<file path="src/rtl/uart_pkg.sv">
`default_nettype none
// ============================================================================
//  Module : uart_pkg
//  Shared UART definitions: frame states, parity modes and line levels.
//  Rev    : 1.0  initial release
// ============================================================================
package uart_pkg;

  typedef enum logic [2:0] {
    IDLE   = 3'd0,
    START  = 3'd1,
    DATA   = 3'd2,
    PARITY = 3'd3,
    STOP   = 3'd4
  } uart_state_t;

  localparam logic PAR_EVEN   = 1'b0;
  localparam logic PAR_ODD    = 1'b1;

  localparam logic LINE_IDLE  = 1'b1;
  localparam logic LINE_START = 1'b0;
  localparam logic LINE_STOP  = 1'b1;

endpackage
`default_nettype wire

</file>
<file path="src/rtl/uart_bit_timer.sv">
`default_nettype none
// ============================================================================
//  Module : uart_bit_timer
//  Divides clk by CLKS_PER_BIT; bit_done_o flags the last cycle of each bit.
//  Rev    : 1.0  initial release
// ============================================================================
module uart_bit_timer #(
  parameter int CLKS_PER_BIT = 16
) (
  input  logic clk,
  input  logic rst,
  input  logic clear_i,
  output logic bit_done_o
);

  localparam int              CW     = (CLKS_PER_BIT > 1) ? $clog2(CLKS_PER_BIT) : 1;
  localparam logic [CW-1:0]   C_LAST = CW'(CLKS_PER_BIT - 1);

  logic [CW-1:0] cnt_q;
  logic [CW-1:0] cnt_d;

  assign bit_done_o = (cnt_q == C_LAST);

  always_comb begin
    cnt_d = cnt_q + 1'b1;
    if (clear_i || bit_done_o) begin
      cnt_d = '0;
    end
  end

  always_ff @(posedge clk or posedge rst) begin
    if (rst) begin
      cnt_q <= '0;
    end else begin
      cnt_q <= cnt_d;
    end
  end

endmodule
`default_nettype wire

</file>
<file path="src/rtl/uart_tx_serializer.sv">
`default_nettype none
// ============================================================================
//  Module : uart_tx_serializer
//  UART transmitter: valid/ready word in, LSB-first framed serial line out.
//  Rev    : 1.0  initial release
// ============================================================================
module uart_tx_serializer
  import uart_pkg::*;
#(
  parameter int DATA_BITS    = 8,
  parameter int CLKS_PER_BIT = 16,
  parameter int PARITY_EN    = 0,
  parameter int PARITY_ODD   = 0,
  parameter int STOP_BITS    = 1
) (
  input  logic                 clk,
  input  logic                 rst,
  input  logic                 tx_valid,
  input  logic [DATA_BITS-1:0] tx_data,
  output logic                 tx_ready,
  output logic                 tx,
  output logic                 busy
);

  localparam int           IW          = $clog2(DATA_BITS);
  localparam logic [IW-1:0] C_LAST_DATA = IW'(DATA_BITS - 1);
  localparam logic [IW-1:0] C_LAST_STOP = IW'(STOP_BITS - 1);
  localparam logic          C_PAR_MODE  = (PARITY_ODD != 0) ? PAR_ODD : PAR_EVEN;

  if (DATA_BITS < 5 || DATA_BITS > 9 || CLKS_PER_BIT < 1 ||
      (STOP_BITS != 1 && STOP_BITS != 2) ||
      (PARITY_EN != 0 && PARITY_EN != 1) ||
      (PARITY_ODD != 0 && PARITY_ODD != 1)) begin : g_param_check
    $error("uart_tx_serializer: illegal parameter combination");
  end

  uart_state_t          state_q;
  logic [DATA_BITS-1:0] shreg_q;
  logic [IW-1:0]        bit_idx_q;
  logic                 par_q;
  logic                 tx_q;
  logic                 busy_q;
  logic                 w_bit_done;
  logic                 w_accept;

  uart_bit_timer #(
    .CLKS_PER_BIT (CLKS_PER_BIT)
  ) u_bit_timer (
    .clk        (clk),
    .rst        (rst),
    .clear_i    (state_q == IDLE),
    .bit_done_o (w_bit_done)
  );

  // The final stop cycle also accepts, so back-to-back frames have no idle gap.
  assign tx_ready = (state_q == IDLE) ||
                    (state_q == STOP && bit_idx_q == C_LAST_STOP && w_bit_done);
  assign w_accept = tx_valid && tx_ready;
  assign tx       = tx_q;
  assign busy     = busy_q;

  always_ff @(posedge clk or posedge rst) begin
    if (rst) begin
      state_q   <= IDLE;
      shreg_q   <= '0;
      bit_idx_q <= '0;
      par_q     <= 1'b0;
      tx_q      <= LINE_IDLE;
      busy_q    <= 1'b0;
    end else if (w_accept) begin
      state_q   <= START;
      shreg_q   <= tx_data;
      par_q     <= (^tx_data) ^ C_PAR_MODE;
      bit_idx_q <= '0;
      tx_q      <= LINE_START;
      busy_q    <= 1'b1;
    end else if (w_bit_done) begin
      case (state_q)
        START: begin
          state_q   <= DATA;
          bit_idx_q <= '0;
          tx_q      <= shreg_q[0];
        end
        DATA: begin
          if (bit_idx_q == C_LAST_DATA) begin
            bit_idx_q <= '0;
            if (PARITY_EN != 0) begin
              state_q <= PARITY;
              tx_q    <= par_q;
            end else begin
              state_q <= STOP;
              tx_q    <= LINE_STOP;
            end
          end else begin
            bit_idx_q <= bit_idx_q + 1'b1;
            shreg_q   <= shreg_q >> 1;
            tx_q      <= shreg_q[1];
          end
        end
        PARITY: begin
          state_q   <= STOP;
          bit_idx_q <= '0;
          tx_q      <= LINE_STOP;
        end
        STOP: begin
          if (bit_idx_q == C_LAST_STOP) begin
            state_q <= IDLE;
            busy_q  <= 1'b0;
          end else begin
            bit_idx_q <= bit_idx_q + 1'b1;
          end
          tx_q <= LINE_IDLE;
        end
        default: begin
          tx_q <= LINE_IDLE;
        end
      endcase
    end
  end

endmodule
`default_nettype wire

</file>
<file path="config.mk">
export PLATFORM = sky130hd
export DESIGN_NAME = uart_tx_serializer
export DESIGN_NICKNAME = d
export VERILOG_FILES = /design/src/rtl/uart_pkg.sv /design/src/rtl/uart_bit_timer.sv /design/src/rtl/uart_tx_serializer.sv
export SDC_FILE = /design/constraint.sdc
export NUM_CORES = 1
export LEC_CHECK = 0
export ABC_AREA = 1
export CAP_MARGIN = 20
export CORE_MARGIN = 2
export CORE_UTILIZATION = 53
export CTS_CLUSTER_DIAMETER = 100
export CTS_CLUSTER_SIZE = 28
export DETAILED_ROUTE_END_ITERATION = 6
export PLACE_DENSITY = 0.79
export SYNTH_ARGS = -nofsm -noshare
export SYNTH_HDL_FRONTEND = slang
export SYNTH_HIERARCHICAL = 1
export SYNTH_SLANG_ARGS = --single-unit
</file>
<file path="constraint.sdc">
create_clock -name clk -period 2.6 [get_ports clk]
set_clock_uncertainty 0.15 [all_clocks]
set_input_delay 0.52 -clock clk [delete_from_list [all_inputs] [get_ports clk]]
set_output_delay 0.52 -clock clk [all_outputs]
set_load 0.02 [all_outputs]
</file>
# Word level (Yosys, flattened, before mapping)
# Cells that the tools add are included.
# totals
output_inout_bits	3
word_cells	59
input_bits	11
ff_bits	20
# classes
eq_ne	10
n_mux	23
n_reduce_logical	18
n_addsub	2
# ops
cell	n
$mux W8	4
$mux W3	8
$pmux W3 S4	1
$pmux W3 S3	1
$reduce_and A3 Y1	3
$reduce_bool A2 Y1	4
$mux W1	7
$eq A3 B2 Y1 const B	2
$eq A3 B3 Y1 const B	2
$logic_not A3 Y1	2
$ne A3 B3 Y1 const B	2
$reduce_bool A5 Y1	1
$add A4 B1 Y4 const B	1
$eq A4 B4 Y1 const B	1
$mux W4	1
$reduce_and A4 Y1	1
$reduce_bool A4 Y1	1
$add A3 B1 Y3 const B	1
$eq A3 B1 Y1 const B	1
$logic_and A1 B1 Y1	3
$ne A3 B2 Y1 const B	1
$logic_or A1 B1 Y1	2
$ne A2 B2 Y1 const B	1
$pmux W1 S2	1
$reduce_or A2 Y1	1

# Depth between registers and ports, before layout
# Gate-level depths: netlist of the first run.
# logic_depth
word_depth	7
ltp_mapped	10
mapped_depth_nobuf	10

# Cells and area by module
# Netlist of the first run, hierarchy kept.
# modules_own_cells
mod	cells_each	n_inst	area_per_inst_um2	seq_area_each_um2
uart_tx_serializer	122	1	919.6	401.6
uart_bit_timer	20	1	196.4	100.1

# Worst setup path after synthesis of the first run
# Ideal clock, no wire load.
# synth_timing
path_kind	register to register
from	register u_bit_timer.cnt_q[0]
to	register shreg_q[0]
required_time_ps	2324
synth_period_minus_slack_ps	1965
path_stages_with_launch	10
path_slack_ps	635
arrival_time_ps	1690
setup_ps	126
path_cell_list	dfrtp_1 -> ha_1 -> nand2_2 -> nor2_1 -> nand3_2 -> a21oi_4 -> nand2_2 -> buf_6 -> nand3_1 -> nand3_1
# synth_between
elab_chain_len	6
word_cells_on_any_way	9
classes_between	2 x eq/ne; 1 x mux; 6 x reduce/logical
# synth_rtl
element	line_no	source
start, declared	uart_bit_timer.sv:19	logic [CW-1:0] cnt_q;
start signal, assigned	uart_bit_timer.sv:35	cnt_q <= cnt_d;
$eq A4 B4 Y1 *	uart_bit_timer.sv:22	assign bit_done_o = (cnt_q == C_LAST);
named net w_bit_done	uart_tx_serializer.sv:43	logic w_bit_done;
$logic_and A1 B1 Y1 *	uart_tx_serializer.sv:57	(state_q == STOP && bit_idx_q == C_LAST_STOP && w_bit_done);
$logic_or A1 B1 Y1 *	uart_tx_serializer.sv:56	assign tx_ready = (state_q == IDLE) ||
named net tx_ready	uart_tx_serializer.sv:20	output logic tx_ready,
$logic_and A1 B1 Y1 *	uart_tx_serializer.sv:58	assign w_accept = tx_valid && tx_ready;
$ne A2 B2 Y1 (no line) / $reduce_bool A2 Y1 (equally long branches)	--	
$reduce_and A3 Y1 (no line)	--	
end signal, assigned	uart_tx_serializer.sv:72	shreg_q <= tx_data;
end signal, assigned	uart_tx_serializer.sv:96	shreg_q <= shreg_q >> 1;
end, declared	uart_tx_serializer.sv:38	logic [DATA_BITS-1:0] shreg_q;
# Mark *: on every way through the listed nets, which the timed path passes. The rest lies on a longest branch.
# A chain may end at the register's enable or synchronous reset.

# Worst setup path in the final report of the first run
# layout_timing
from	register u_bit_timer.cnt_q[0]
to	output tx_ready
# layout_between
elab_chain_len	3
# layout_rtl
element	line_no
$eq A4 B4 Y1	uart_bit_timer.sv:22
named net w_bit_done	uart_tx_serializer.sv:43
$logic_and A1 B1 Y1	uart_tx_serializer.sv:57
$logic_or A1 B1 Y1	uart_tx_serializer.sv:56
end, declared	uart_tx_serializer.sv:20
# The timed path passes the listed nets, and every way through them passes these cells.

==> metrics.txt, run 1 <==
Max Fclk around 410 MHz; largest buffer count on any clock path 2; post-synthesis sequential area ratio 44.96%; total power between 500 and 600 µW; core area 1982 µm²; gp weighted congestion between 0.8 and 0.9; global-route wire length before repair roughly 3700 µm; Synth area leaders dfrtp_1 (43%), nand2_1 (14%), nand3_1 (8.1%), inv_1 (5.0%), nor2_1 (4.7%); top-level I/O count 14; Slowest-stage cell, CP dfrtp_1; Cell Rows 16; via/cell ratio ~5; Setup Total Neg Slack 0 ns; # setup viols final 0; initial antenna violation count 0; final global-route overflow total 0; largest net degree at the start of global routing 17; Critical Path Source Type flip-flop; Avg Cell Area, Syn 7.860 µm²; DRC violations left 0; layout cells sized above 1 12.66%; Peak supply drop between 0.0004 and 0.0005 V; Routed Antenna Nets 0; max cap viols 0; # fillers 170; area leader, netlist dfrtp_1; Net Count, Synth 157; Slew headroom 59.30%; die area approximately 2500 µm²; share of the synthesized area in the top cell type approximately 43%; Layout area overhead 18.27%; Avg WL per Cell 10.59 µm; Slew Viols, Final 0; nets@finish 174; worst slack, placed between 0.2 and 0.25 ns; via count approximately 940; RSZ-0062 raised after global routing no; drt first pass iters 4; worst hold path class in -> async; CP max FO 4; CP peak stage delay 0.41 ns; CP Capture Type output port; Die Ht 49.89 µm; Placement Cell Area 1269 µm²; top_reg_cell synth dfrtp_1; status complete, no violations; crit path time final 2.448 ns; GRT Util Overall 18.99%; R2R Setup Slk 0.64 ns; fin util 66.60%; initial DRC count 23; HPWL Detailed 1536 µm; Worst EP arrival 1.78 ns; Post-synth EDFFs 0; final instance area 1320 µm²; actual slew at the worst max-slew pin ~0.6 ns; Crit path required time 1.93 ns; clock sink total 20; final worst setup slack 0.1523 ns; Die X 49.89 µm; CTS tree built; worst path cell trace ha_1 -> nand2_2 -> nor2_1 -> nand3_2 -> a21oi_4 -> dlygate4sd2_1; LEAKAGE 0.6408 nW; cell total after placement 181; Initial Utilization between 50% and 60%; synth unique cells 22; Hold Fails Final Rpt 0; #FFs+latches synth 20; Min Hold Slack 0.2735 ns; clk root buf clkbuf_4; clk_lat worst skew approximately 0.29 ns; cell area after synthesis 1116 µm²; Gate Count Post-Synth around 140; Post-CTS Setup Repair Bufs 0; ant diodes 0; async set-reset flop share out of synthesis 100.0%; H-tree levels 1; Yosys warning count 6; WS Path Type reg -> out; Power Dens Cells 440.8 nW/µm²; number of global-route vias before repair between 900 and 1000; Post-Layout Cell Count 185; Num CTS Buffers 3; post-route clock period utilization around 94%; Detailed Route WL about 2000 µm; IO buf count 13; Reg clk slew, reported paths 0.12 ns
report_power, final:
group / total (mW) / switching (mW) / internal [mW] / leakage (nW)
sequential: 0.311 / 0 / 0.311 / 0.230
combinational: 0.0218 / 0.00842 / 0.0134 / 0.383
clock: 0.249 / 0.0934 / 0.156 / 0.0279
synthesized netlist by cell type (2+ instances only):
| master | count |
|---|---|
| nand2_1 | 42 |
| nand4_1 | 2 |
| nor2_1 | 14 |
| nor2_4 | 2 |
| ha_1 | 4 |
| nor2_2 | 2 |
| inv_1 | 15 |
| nand3_1 | 18 |
| nand2_2 | 2 |
| o21ai_0 | 7 |
| inv_2 | 4 |
| nand3_2 | 2 |
| dfrtp_1 | 19 |
routing by layer:
layer  routed length, µm  track usage, %  vias up
li1                    -               -      484
met1                 885           23.33      438
met2                 982           32.89       18
met3                  68           2.727        4
met4                  25           8.333        0
met5                   0               0        -
critical path, delay by kind of cell (launching register included):
family / cells / cell delay (ns)
adder cells (fa/ha/maj): 1 / 0.20
flip-flops: 1 / 0.41
AND/OR/NAND/NOR: 3 / 0.39
AO/OA/AOI/OAI: 1 / 0.15
buffers and inverters: 1 / 0.34
path summary, 6_finish.rpt:
kind / from / cells after the start / endpoint
min in group clk: u_bit_timer/cnt_q[0]$_DFF_PP0_ / 1 / u_bit_timer/cnt_q[0]$_DFF_PP0_
setup reg to reg: u_bit_timer/cnt_q[0]$_DFF_PP0_ / 10 / shreg_q[4]$_DFFE_PP0P_
hold / removal: rst / 2 / u_bit_timer/cnt_q[3]$_DFF_PP0_
hold reg to reg: u_bit_timer/cnt_q[0]$_DFF_PP0_ / 1 / u_bit_timer/cnt_q[0]$_DFF_PP0_
max in group asynchronous: rst / 2 / bit_idx_q[2]$_DFFE_PP0P_
setup / recovery: u_bit_timer/cnt_q[0]$_DFF_PP0_ / 6 / tx_ready
what timing repair did:
item | 4_1_cts | 5_1_grt
setup endpoints to repair | 1 | 0
resized for setup | 1 | 0
hold buffers | 0 | 0
sequential cells by signal, indices dropped and copies added, names as in the netlist:
name	flops
bit_idx_q	3
busy	1
shreg_q	8
state_q	3
tx	1
u_bit_timer/cnt_q	4
cell usage in the layout, fill, tap and decap left out, types with 3 or more instances in the layout:
cell type	instances
clkbuf_4	3
clkdlybuf4s50_1	12
dfrtp_1	19
ha_1	4
inv_1	15
inv_2	4
nand2_1	42
nand3_1	18
nor2_1	14
o21ai_0	7
layout make-up:
class | count | area, µm² | area share [%]
multi-input combinational | 101 | 524.3 | 39.72
sequential | 20 | 501.7 | 38.01
timing repair buffer | 14 | 136.4 | 10.33
inverter | 19 | 71.32 | 5.403
tap | 27 | 33.78 | 2.559
clock inverter | 1 | 30.03 | 2.275
clock buffer | 3 | 22.52 | 1.706
cells by family (layout without fill, tap and decap cells):
| group | count (synthesis) | after routing | share of synthesized area, % |
|---|---|---|---|
| buffers and inverters | 21 | 37 | 8.071 |
| DFF | 20 | 20 | 44.96 |
| and+or+nand+nor | 87 | 87 | 35.76 |
| adders and majority gates | 4 | 4 | 4.484 |
| AOI/OAI and AO/OA | 10 | 10 | 6.726 |
Power figures use the tool's default switching activity.
==> inputs of run 2 (changes only) <==
--- a/config.mk
+++ b/config.mk
@@ -8,12 +8,11 @@
 export ABC_AREA = 1
 export CAP_MARGIN = 20
 export CORE_MARGIN = 2
-export CORE_UTILIZATION = 53
+export CORE_UTILIZATION = 54
 export CTS_CLUSTER_DIAMETER = 100
 export CTS_CLUSTER_SIZE = 28
 export DETAILED_ROUTE_END_ITERATION = 6
-export PLACE_DENSITY = 0.79
+export PLACE_DENSITY = 0.8
 export SYNTH_ARGS = -nofsm -noshare
 export SYNTH_HDL_FRONTEND = slang
-export SYNTH_HIERARCHICAL = 1
 export SYNTH_SLANG_ARGS = --single-unit
==> run 2 against run 1 <==
Effect of this change:
- die area up 3.3%
- global-route usage up 1.2 points
- design area up 3.5%
- worst setup slack better by 0.071 ns
- hold slack better by 0.045 ns
- non-clock buffer count down 1
- first-iteration DRC count down 4.3%
- final cell count up 5.9%
- critical path depth up 1
- critical path type unchanged
- highest routed layer unchanged
==> metrics.txt, run 2 <==
status complete, no violations; post-route clock period utilization 91.40%; crit path time final 2.376 ns; # fillers 165; via/cell ratio between 5 and 6; Die Ht roughly 51 µm; final instance area 1366 µm²; IO buf count 13; clk root buf clkbuf_4; initial antenna violation count 0; worst hold path class reg -> reg; ant diodes 0; most common cell after layout, fill and taps aside nand2_1; largest buffer count on any clock path 2; initial DRC count 22; area leader, netlist dfrtp_1; #FFs+latches synth 20; Largest regs shreg_q (8), u_bit_timer.cnt_q (4); cell total after placement 192; global-route wire length before repair 3891 µm; total power a little under 500 µW; worst path cell trace inv_1 -> ha_1 -> inv_1 -> nor2_4 -> nand3_4 -> nand2_4 -> dlygate4sd2_1; Worst path top cell family by delay buffers and inverters; die area between 2000 and 3000 µm²; async set-reset flop share out of synthesis between 90% and 100%; Max Fclk roughly 420 MHz; largest net degree at the start of global routing 21; max reg flops 8; Yosys warning count 0; most instantiated library cell after synthesis nand2_1; Biggest register shreg_q; cts hold-fix bufs 0; gp weighted congestion roughly 0.91; Setup Total Neg Slack 0 ns; Combinational Power Share roughly 4.8%; Worst EP arrival 1.71 ns; clock sink total 20; Layout area overhead 16.05%; Post-synth EDFFs 0; H-tree levels 1; clk_lat worst skew 0.31 ns; Slowest-stage cell, CP dfrtp_1; synth unique cells 24; LEAKAGE around 0.7 nW; layout cells sized above 1 14.20%; Power Dens Cells 358.1 nW/µm²; Net Count, Synth ~170; # setup viols final 0; Routed Antenna Nets 0; Die X 50.70 µm; top-level I/O count 14; post-synthesis sequential area ratio 42.61%; max cap viols 0; Net Sw Power 104.0 µW; Peak supply drop between 0.0003 and 0.0004 V; Hold Fails Final Rpt 0; Net Sw Frac between 20% and 30%; Avg Cell Area, Syn a little under 8 µm²; drt first pass iters 4; cell area after synthesis between 1000 and 1500 µm²; share of the synthesized area in the top cell type 40.38%; CTS tree built; nets@finish about 190; core area 2002 µm²; Crit path required time slightly below 2 ns; Initial Utilization 58.81%; number of global-route vias before repair 964; Reg clk slew, reported paths between 0.1 and 0.15 ns; Critical Path Source Type flip-flop; commonest cells after routing, fill and taps aside nand2_1 (64), dfrtp_1 (19), inv_1 (15), clkdlybuf4s50_1 (12); Gate Count Post-Synth 152; DRC violations left 0; via count 996; part of the power in the clock network 31.4%; Num CTS Buffers 3; final worst setup slack 0.2236 ns; HPWL Detailed 1702 µm; GRT Util Overall around a fifth; Placement Cell Area 1341 µm²; actual slew at the worst max-slew pin 0.7340 ns; most frequent CP cell inv_1; Buf/Inv on CP 3; Avg WL per Cell 11.09 µm; Synth top cells by count nand2_1 (64), dfrtp_1 (19), inv_1 (15); final global-route overflow total 0; CP Capture Type output port; Detailed Route WL 2174 µm; RSZ-0062 raised after global routing no; CP max FO 5; worst slack, placed 0.2929 ns; Synth area leaders dfrtp_1 (40%), nand2_1 (20%), inv_1 (4.8%), ha_1 (4.3%), nand3_1 (3.0%); Cell Rows 16; Slew headroom 51.01%; Post-Layout Cell Count about 200; Reg power frac 63.8%; top_reg_cell synth dfrtp_1; Slew Viols, Final 0; WS Path Type reg -> out; CP peak stage delay 0.41 ns; Int Pwr 385.2 µW
==> run 2: cell count changes in the layout (fill, tap and decap cells not counted), sizes merged, moves of 2 or more <==
cell	change
a21oi	+2
nand2	+27
nand3	-10
nor2	-6
==> run 2: cell families after synthesis <==
| logic type | count (synthesis) | synth area share (%) |
|---|---|---|
| compound gates | 13 | 7.014 |
| xor+xnor | 2 | 1.488 |
| fa+ha+maj | 4 | 4.251 |
| buf+inv | 19 | 6.163 |
| flops | 20 | 42.61 |
| simple gates | 94 | 38.47 |
==> run 2: area by class of cell <==
| type | instances | area [µm²] | area share (%) |
|---|---|---|---|
| timing repair buffer | 13 | 128.9 | 9.432 |
| clock buffer | 4 | 26.28 | 1.923 |
| inverter | 19 | 72.57 | 5.311 |
| multi-input combinational | 113 | 603.1 | 44.14 |
| tap | 27 | 33.78 | 2.473 |
| sequential | 20 | 501.7 | 36.72 |
==> run 2: metal layers <==
layer | up-vias | global-route usage [%] | part of all wire (%)
met4 | 0 | 9.459 | 2.2
met5 | - | 0 | 0
li1 | 506 | - | -
met3 | 5 | 1.786 | 2.6
met1 | 467 | 24.81 | 45
met2 | 18 | 35.75 | 50
==> run 2: worst paths after layout <==
check                                               startpoint                        endpoint  slack [ns]  depth (start not counted)
worst max-delay path                  bit_idx_q[0]$_DFFE_PP0P_                        tx_ready        0.22                          7
worst min-delay path            u_bit_timer.cnt_q[0]$_DFF_PP0_  u_bit_timer.cnt_q[0]$_DFF_PP0_        0.32                          1
worst max register to register        bit_idx_q[0]$_DFFE_PP0P_          shreg_q[7]$_DFFE_PP0P_        0.78                          8
worst min register to register  u_bit_timer.cnt_q[0]$_DFF_PP0_  u_bit_timer.cnt_q[0]$_DFF_PP0_        0.32                          1
max in group asynchronous                                  rst          state_q[2]$_DFFE_PP0P_        1.36                          2
min in group asynchronous                                  rst          shreg_q[6]$_DFFE_PP0P_        0.47                          2
==> run 2: power groups by stage <==
stage	clock, mW	combinational (mW)	sequential, mW
floorplan	0	0.00615	0.318
global placement	0	0.0235	0.318
detailed placement	0	0.0240	0.318
CTS	0.157	0.0241	0.312
global route	0.166	0.0263	0.312
finish	0.154	0.0234	0.312
==> run 2: what timing repair did <==
item | 4_1_cts | 5_1_grt
setup buffers | 0 | 0
setup endpoints to repair | 1 | 0
resized for setup | 1 | 0
==> run 2: through the flow <==
stage,hold slack [ns],utilization [%]
finish,0.3183,68.25
CTS,0.3182,68.25
floorplan,0.2830,-
global route,0.3586,68.25
detailed placement,0.3045,67.00
global placement,0.2936,67.00
